`src/rtl/cpu_defs_pkg.sv`:
```
// ============================================================================
// Module      : cpu_defs_pkg
// Description : Shared CPU definitions: default widths, opcodes, the
//               fetch sequencer state encoding and the NOP instruction word.
// Revision    : 1.0 - initial release
// ============================================================================
`default_nettype none

package cpu_defs_pkg;

    // Default widths used by the fetch path
    localparam int DEF_ADDR_W  = 10;
    localparam int DEF_INSTR_W = 16;
    localparam int DEF_OPC_W   = 6;

    // Opcode that decode treats as "do nothing"
    localparam logic [DEF_OPC_W-1:0] OP_NOP = 6'h00;

    // Canonical NOP word: NOP opcode with an all-zero operand field
    localparam logic [DEF_INSTR_W-1:0] c_NOP_INSTR =
        {OP_NOP, {(DEF_INSTR_W-DEF_OPC_W){1'b0}}};

    // Fetch sequencer states
    typedef enum logic [1:0] {
        ST_IDLE = 2'd0,
        ST_RUN  = 2'd1,
        ST_HALT = 2'd2
    } fetch_state_t;

endpackage : cpu_defs_pkg

`default_nettype wire

```
`src/rtl/fetch_pc_next.sv`:
```
// ============================================================================
// Module      : fetch_pc_next
// Description : Combinational next-address logic for the fetch sequencer:
//               branch target computation, ROM address priority mux and the
//               sequential +1 increment of the selected address.
//               Macro FETCH_REL_BRANCH_EN selects PC-relative branches
//               (Branch_pc + sign-extended 7-bit offset); when undefined the
//               branch target is taken as an absolute address.
// Revision    : 1.0 - initial release
// ============================================================================
`default_nettype none

module fetch_pc_next
    import cpu_defs_pkg::*;
#(
    parameter int                ADDR_W     = DEF_ADDR_W,
    parameter logic [ADDR_W-1:0] RESET_ADDR = '0
) (
    input  fetch_state_t      i_state,
    input  logic              i_halt,
    input  logic              i_branch_take,
    input  logic              i_stall,
    input  logic [ADDR_W-1:0] i_branch_target,
    input  logic [ADDR_W-1:0] i_branch_pc,
    input  logic [ADDR_W-1:0] i_pc,
    input  logic [ADDR_W-1:0] i_fetch_pc,
    output logic [ADDR_W-1:0] o_rom_ip,
    output logic [ADDR_W-1:0] o_rom_ip_inc
);

    logic [ADDR_W-1:0] w_target;

`ifdef FETCH_REL_BRANCH_EN
    // Relative redirect: 7-bit signed offset from the branch instruction,
    // wrapping modulo the address space.
    logic [ADDR_W-1:0] w_offset;
    logic              w_unused_target_hi;

    assign w_offset           = {{(ADDR_W-7){i_branch_target[6]}}, i_branch_target[6:0]};
    assign w_target           = i_branch_pc + w_offset;
    assign w_unused_target_hi = ^i_branch_target[ADDR_W-1:7];
`else
    // Absolute redirect: the branch pc plays no part
    logic w_unused_branch_pc;

    assign w_target           = i_branch_target;
    assign w_unused_branch_pc = ^i_branch_pc;
`endif

    // ROM address priority: not running > halt > branch > stall replay > advance
    always_comb begin
        o_rom_ip = i_pc;
        if (i_state != ST_RUN) begin
            o_rom_ip = RESET_ADDR;
        end else if (i_halt) begin
            o_rom_ip = i_pc;
        end else if (i_branch_take) begin
            o_rom_ip = w_target;
        end else if (i_stall) begin
            // Re-read the held word so the ROM keeps presenting it
            o_rom_ip = i_fetch_pc;
        end
    end

    // The word fetched now sits at o_rom_ip; the one after it is +1 (wraps)
    assign o_rom_ip_inc = o_rom_ip + ADDR_W'(1);

endmodule : fetch_pc_next

`default_nettype wire

```
`src/rtl/fetch_ctrl.sv`:
```
// ============================================================================
// Module      : fetch_ctrl
// Description : Instruction-fetch sequencer between decode and a synchronous
//               instruction ROM. Owns the program counter, tracks which
//               address the ROM output belongs to, and handles start/halt,
//               decode stalls (address replay) and zero-bubble branches.
//               Macro FETCH_REL_BRANCH_EN enables PC-relative branch targets.
// Revision    : 1.0 - initial release
// ============================================================================
`default_nettype none

module fetch_ctrl
    import cpu_defs_pkg::*;
#(
    parameter int                ADDR_W     = DEF_ADDR_W,
    parameter int                INSTR_W    = DEF_INSTR_W,
    parameter int                OPC_W      = DEF_OPC_W,
    parameter logic [ADDR_W-1:0] RESET_ADDR = '0
) (
    input  logic               Clock,
    input  logic               Reset_n,
    input  logic               Start,
    input  logic               Halt,
    input  logic               Stall,
    input  logic               Branch_take,
    input  logic [ADDR_W-1:0]  Branch_target,
    input  logic [ADDR_W-1:0]  Branch_pc,
    output logic [ADDR_W-1:0]  Rom_Ip,
    input  logic [INSTR_W-1:0] Rom_Instr,
    output logic [INSTR_W-1:0] Instr_out,
    output logic               Instr_valid,
    output logic [ADDR_W-1:0]  Instr_pc,
    output logic               Busy
);

    // NOP sized to this instance's instruction width
    localparam logic [INSTR_W-1:0] c_NOP_WORD =
        {OPC_W'(OP_NOP), {(INSTR_W-OPC_W){1'b0}}};

    fetch_state_t      r_state;
    logic [ADDR_W-1:0] r_pc;        // next sequential address to fetch
    logic [ADDR_W-1:0] r_fetch_pc;  // address of the word on Rom_Instr
    logic              r_rom_vld;   // Rom_Instr carries a real fetched word
    logic              r_busy;

    logic [ADDR_W-1:0] w_rom_ip;
    logic [ADDR_W-1:0] w_rom_ip_inc;

    fetch_pc_next #(
        .ADDR_W     (ADDR_W),
        .RESET_ADDR (RESET_ADDR)
    ) u_pc_next (
        .i_state         (r_state),
        .i_halt          (Halt),
        .i_branch_take   (Branch_take),
        .i_stall         (Stall),
        .i_branch_target (Branch_target),
        .i_branch_pc     (Branch_pc),
        .i_pc            (r_pc),
        .i_fetch_pc      (r_fetch_pc),
        .o_rom_ip        (w_rom_ip),
        .o_rom_ip_inc    (w_rom_ip_inc)
    );

    // Fetch FSM: whatever address goes to the ROM this cycle becomes the
    // tracked fetch address, and its successor becomes the next pc.
    always_ff @(posedge Clock or negedge Reset_n) begin
        if (!Reset_n) begin
            r_state    <= ST_IDLE;
            r_pc       <= RESET_ADDR;
            r_fetch_pc <= RESET_ADDR;
            r_rom_vld  <= 1'b0;
            r_busy     <= 1'b0;
        end else begin
            case (r_state)
                ST_RUN: begin
                    if (Halt) begin
                        r_state   <= ST_HALT;
                        r_rom_vld <= 1'b0;
                        r_busy    <= 1'b0;
                    end else if (Branch_take || !Stall) begin
                        // Redirect or sequential advance; a stall without a
                        // branch holds everything so the word is replayed.
                        r_fetch_pc <= w_rom_ip;
                        r_pc       <= w_rom_ip_inc;
                        r_rom_vld  <= 1'b1;
                    end
                end
                default: begin
                    // IDLE and HALT behave the same: wait for Start
                    if (Start) begin
                        r_state    <= ST_RUN;
                        r_busy     <= 1'b1;
                        r_fetch_pc <= w_rom_ip;
                        r_pc       <= w_rom_ip_inc;
                        r_rom_vld  <= 1'b1;
                    end else begin
                        r_rom_vld  <= 1'b0;
                    end
                end
            endcase
        end
    end

    assign Rom_Ip      = w_rom_ip;
    assign Instr_valid = r_rom_vld;
    assign Instr_out   = r_rom_vld ? Rom_Instr : c_NOP_WORD;
    assign Instr_pc    = r_fetch_pc;
    assign Busy        = r_busy;

endmodule : fetch_ctrl

`default_nettype wire

```
`config.mk`:
```
export PLATFORM = sky130hd
export DESIGN_NAME = fetch_ctrl
export DESIGN_NICKNAME = d
export VERILOG_FILES = /design/src/rtl/cpu_defs_pkg.sv /design/src/rtl/fetch_pc_next.sv /design/src/rtl/fetch_ctrl.sv
export SDC_FILE = /design/constraint.sdc
export NUM_CORES = 1
export LEC_CHECK = 0
export ABC_CLOCK_PERIOD_IN_PS = 2410
export CORE_MARGIN = 4
export CORE_UTILIZATION = 37
export DETAILED_ROUTE_END_ITERATION = 8
export PLACE_DENSITY = 0.87
export SYNTH_ARGS = -nofsm -noshare
export SYNTH_HDL_FRONTEND = slang
export SYNTH_HIERARCHICAL = 1
export SYNTH_SLANG_ARGS = --single-unit
```
`constraint.sdc`:
```
create_clock -name Clock -period 2.41 [get_ports Clock]
set_clock_uncertainty 0.1 [all_clocks]
set_input_delay 0.482 -clock Clock [delete_from_list [all_inputs] [get_ports Clock]]
set_output_delay 0.482 -clock Clock [all_outputs]
set_load 0.05 [all_outputs]
```
==> impl_results.md <==
* Post-synth top flop: dfrtp_1
* Number of synthesized flops with an enable pin at 0
* Core area at 4140 µm²
* Post-DP Area at 2780 µm²
* Post-route DRC at 0
* CP Launch Type: primary input
* # rows at 23
* Worst endpoint required time at 1830 ps
* Hold path start: r_pc[0]$_DFFE_PN0P_
* Routed WL at 5.48 mm
* Initial antenna violation count at 0
* Fill count at 242
* Layout Area Growth over Synthesis at 83.1%
* Slew at the pin closest to its max-slew limit at 558 ps
* Outcome: complete, but fails checks
* Most frequent cells in the layout: 40 x clkdlybuf4s50_1, 25 x buf_12, 23 x buf_4, 20 x mux2_4, 19 x dfrtp_1
* Clock Tree Buf Depth at 2
* Power per Cell Area at 991 nW/µm²
* Die Wd at 74.4 µm
* Worst reg-to-reg setup slack at 50 ps
* Layout cells sized above 1 at 47.9%
* Largest delay share family, worst path: compound AO/OA/AOI/OAI gates
* RR Startpoint: Instr_pc[0]$_DFFE_PN0P_
* Crit-path slowest cell: o21ai_0
* CTS Buf Count at 3
* Most common cell after layout, fill and taps aside: clkdlybuf4s50_1
* Post-Syn Nets at 193
* Estimated wirelength of the detail-placed design at 3.79 mm
* Worst Setup End Kind: primary output
* CTS H-tree depth at 1
* Drt initial violations at 106
* CP Data Arrival Time at 1910 ps
* R2r worst-path depth at 9
* Vias/cell at 5.51
* Fin. Hold Viols at 0
* Wire per inst at 18.8 µm
* Clk sinks at 23
* Setup TNS at -83.5 ps
* Largest net degree at the start of global routing at 24
* Synth cell types at 38
* Die height at 74.4 µm
* Worst Path Buf+Inv at 3
* Max Cap Viol at 0
* Global-route wire length before repair at 8.15 mm
* Max Clock Freq at 401 MHz
* Pleak at 1.30 nW
* Num ports at 80
* Final-layout worst hold slack at 424 ps
* Total die area at 5540 µm²
* Placer Congestion at 0.881
* Min cycle time layout at 2490 ps
* Diode count at 0
* Async set-reset flop share out of synthesis at 100%
* Root buf cell: clkbuf_8
* Tcrit/Tclk final at 103%
* Nets@finish at 286
* Worst Hold Depth at 1
* Vias in the first global route at 1,653
* Post-Syn Area at 1630 µm²
* Initial Util at 39.4%
* Grt total ovfl at 0
* Clk slew on worst S/H paths at 80 ps
* Worst skew pair latency at 270 ps
* Crit path largest cell delay at 460 ps
* VDD IR max at 0.000437 V
* Worst min-delay path class: reg2reg
* Setup WS pre-CTS at -614 ps
* Hold Buf Count CTS at 0
* DR pass1 iterations at 4
* Crit Reg-Reg Endpoint: r_pc[4]$_DFFE_PN0P_
* Worst rel slew slack at 62.4%
* Vias at 1,608
* #FFs+latches synth at 23
* Placed cells at 284
* Non-Filler Instances at 292
* CP Cell Sequence: clkdlybuf4s15_1 > o21ba_4 > buf_4 > o21ai_0 > nor2_2 > buf_12
* Max-slew violation count at 0
* Total power at 2.96 mW
* Critical Path Fanout Max at 9
* Cells after synthesis at 150
* Syn_area_per_cell at 10.9 µm²
* Hold worst-path end: r_pc[0]$_DFFE_PN0P_
* Synth Warn # at 6
* Routed Antenna Nets at 0
* CTS tree: built
* PnR worst setup slack at -83.5 ps
* Number of setup violations in the final report at 1
* Final core occ at 72.1%
* Post-synthesis sequential area ratio at 35.3%
* Port Buf Inserts at 69
* Critical path type: in2out
* Final instance area at 2990 µm²
* Violated checks: setup timing
* Total GRT Usage at 19.3%
[registers in the layout, summed over array words and instances, names as in the netlist]
| name | cells |
|---|---|
| Instr_pc | 10 |
| r_pc | 10 |
| r_state | 2 |
| Instr_valid | 1 |
[where the power goes]
| part | switching (mW) | leakage [nW] | internal (mW) |
|---|---|---|---|
| clock network | 0.131 | 0.0228 | 0.119 |
| registers | 0.143 | 0.292 | 0.540 |
| logic | 1.08 | 0.981 | 0.951 |
[kinds of logic after synthesis]
| group | after synthesis | share of synthesized area [%] |
|---|---|---|
| muxes | 23 | 20.2 |
| adders and majority gates | 1 | 0.767 |
| xor gates and xnor gates | 8 | 4.29 |
| and+or+nand+nor | 59 | 23.8 |
| DFF | 23 | 35.3 |
| buffers and inverters | 10 | 4.06 |
| AOI/OAI and AO/OA | 26 | 11.6 |
[worst max path at each step]
| stage | from | to | slack, ps | depth (start not counted) |
|---|---|---|---|---|
| after floorplan | Stall | r_pc[6]$_DFFE_PN0P_ | -510 | 8 |
| after global placement | Branch_take | r_pc[6]$_DFFE_PN0P_ | -550 | 10 |
| after detailed placement | Branch_take | r_pc[6]$_DFFE_PN0P_ | -610 | 10 |
| after CTS | Branch_take | Rom_Ip[3] | 3 | 6 |
| after global routing | Halt | Rom_Ip[7] | -110 | 6 |
| final | Halt | Rom_Ip[7] | -80 | 6 |
[synth_stat cells, types with 2 or more instances]
cell type | instances | area, µm²
a21oi_1 | 9 | 45.0
and2_1 | 16 | 100
buf_6 | 3 | 33.8
dfrtp_1 | 23 | 576
inv_1 | 3 | 11.3
mux2_4 | 20 | 300
mux2i_1 | 3 | 30.0
nand2_1 | 5 | 18.8
nand2b_1 | 9 | 56.3
nand3_1 | 3 | 15.0
nor2_1 | 5 | 18.8
nor2b_1 | 3 | 18.8
nor3_1 | 2 | 10.0
nor3b_1 | 2 | 15.0
nor4_1 | 2 | 12.5
o21ai_0 | 8 | 40.0
o22ai_1 | 3 | 18.8
or3b_2 | 5 | 43.8
xnor2_1 | 5 | 43.8
xor2_1 | 3 | 26.3
[worst reg2reg max path, stage by stage (launching register included)]
cell and delay (ps):
dfrtp_2 420, or3b_4 420, a21oi_4 150, or2_4 160
inv_4 50, ha_4 150, and4bb_2 260, buf_6 130
xor2_2 160, mux2_4 270
[what timing repair did]
action | in CTS | in global routing
setup buffers | 3 | 1
resized for setup | 25 | 19
cloned | 0 | 0
pin swaps | 5 | 7
endpoints found under the setup margin | 22 | 13
[layer usage]
layer / up-vias / part of all wire, % / global-route usage [%]
met5: - / 0 / 0
met4: 0 / 2.3 / 7.31
met3: 20 / 11 / 5.14
met2: 103 / 51 / 34.8
met1: 768 / 36 / 21.6
li1: 717 / - / -
[final cells by class]
cell class                      count  area (µm²)  share of cell area [%]
Clock buffer                        4        45.0                    1.51
Inverter                            3        13.8                   0.461
Multi-Input combinational cell    117        1150                    38.4
Sequential cell                    23         581                    19.4
Tap cell                           50        62.6                    2.09
Timing Repair Buffer               95        1140                    38.1
Power figures use the tool's default switching activity.
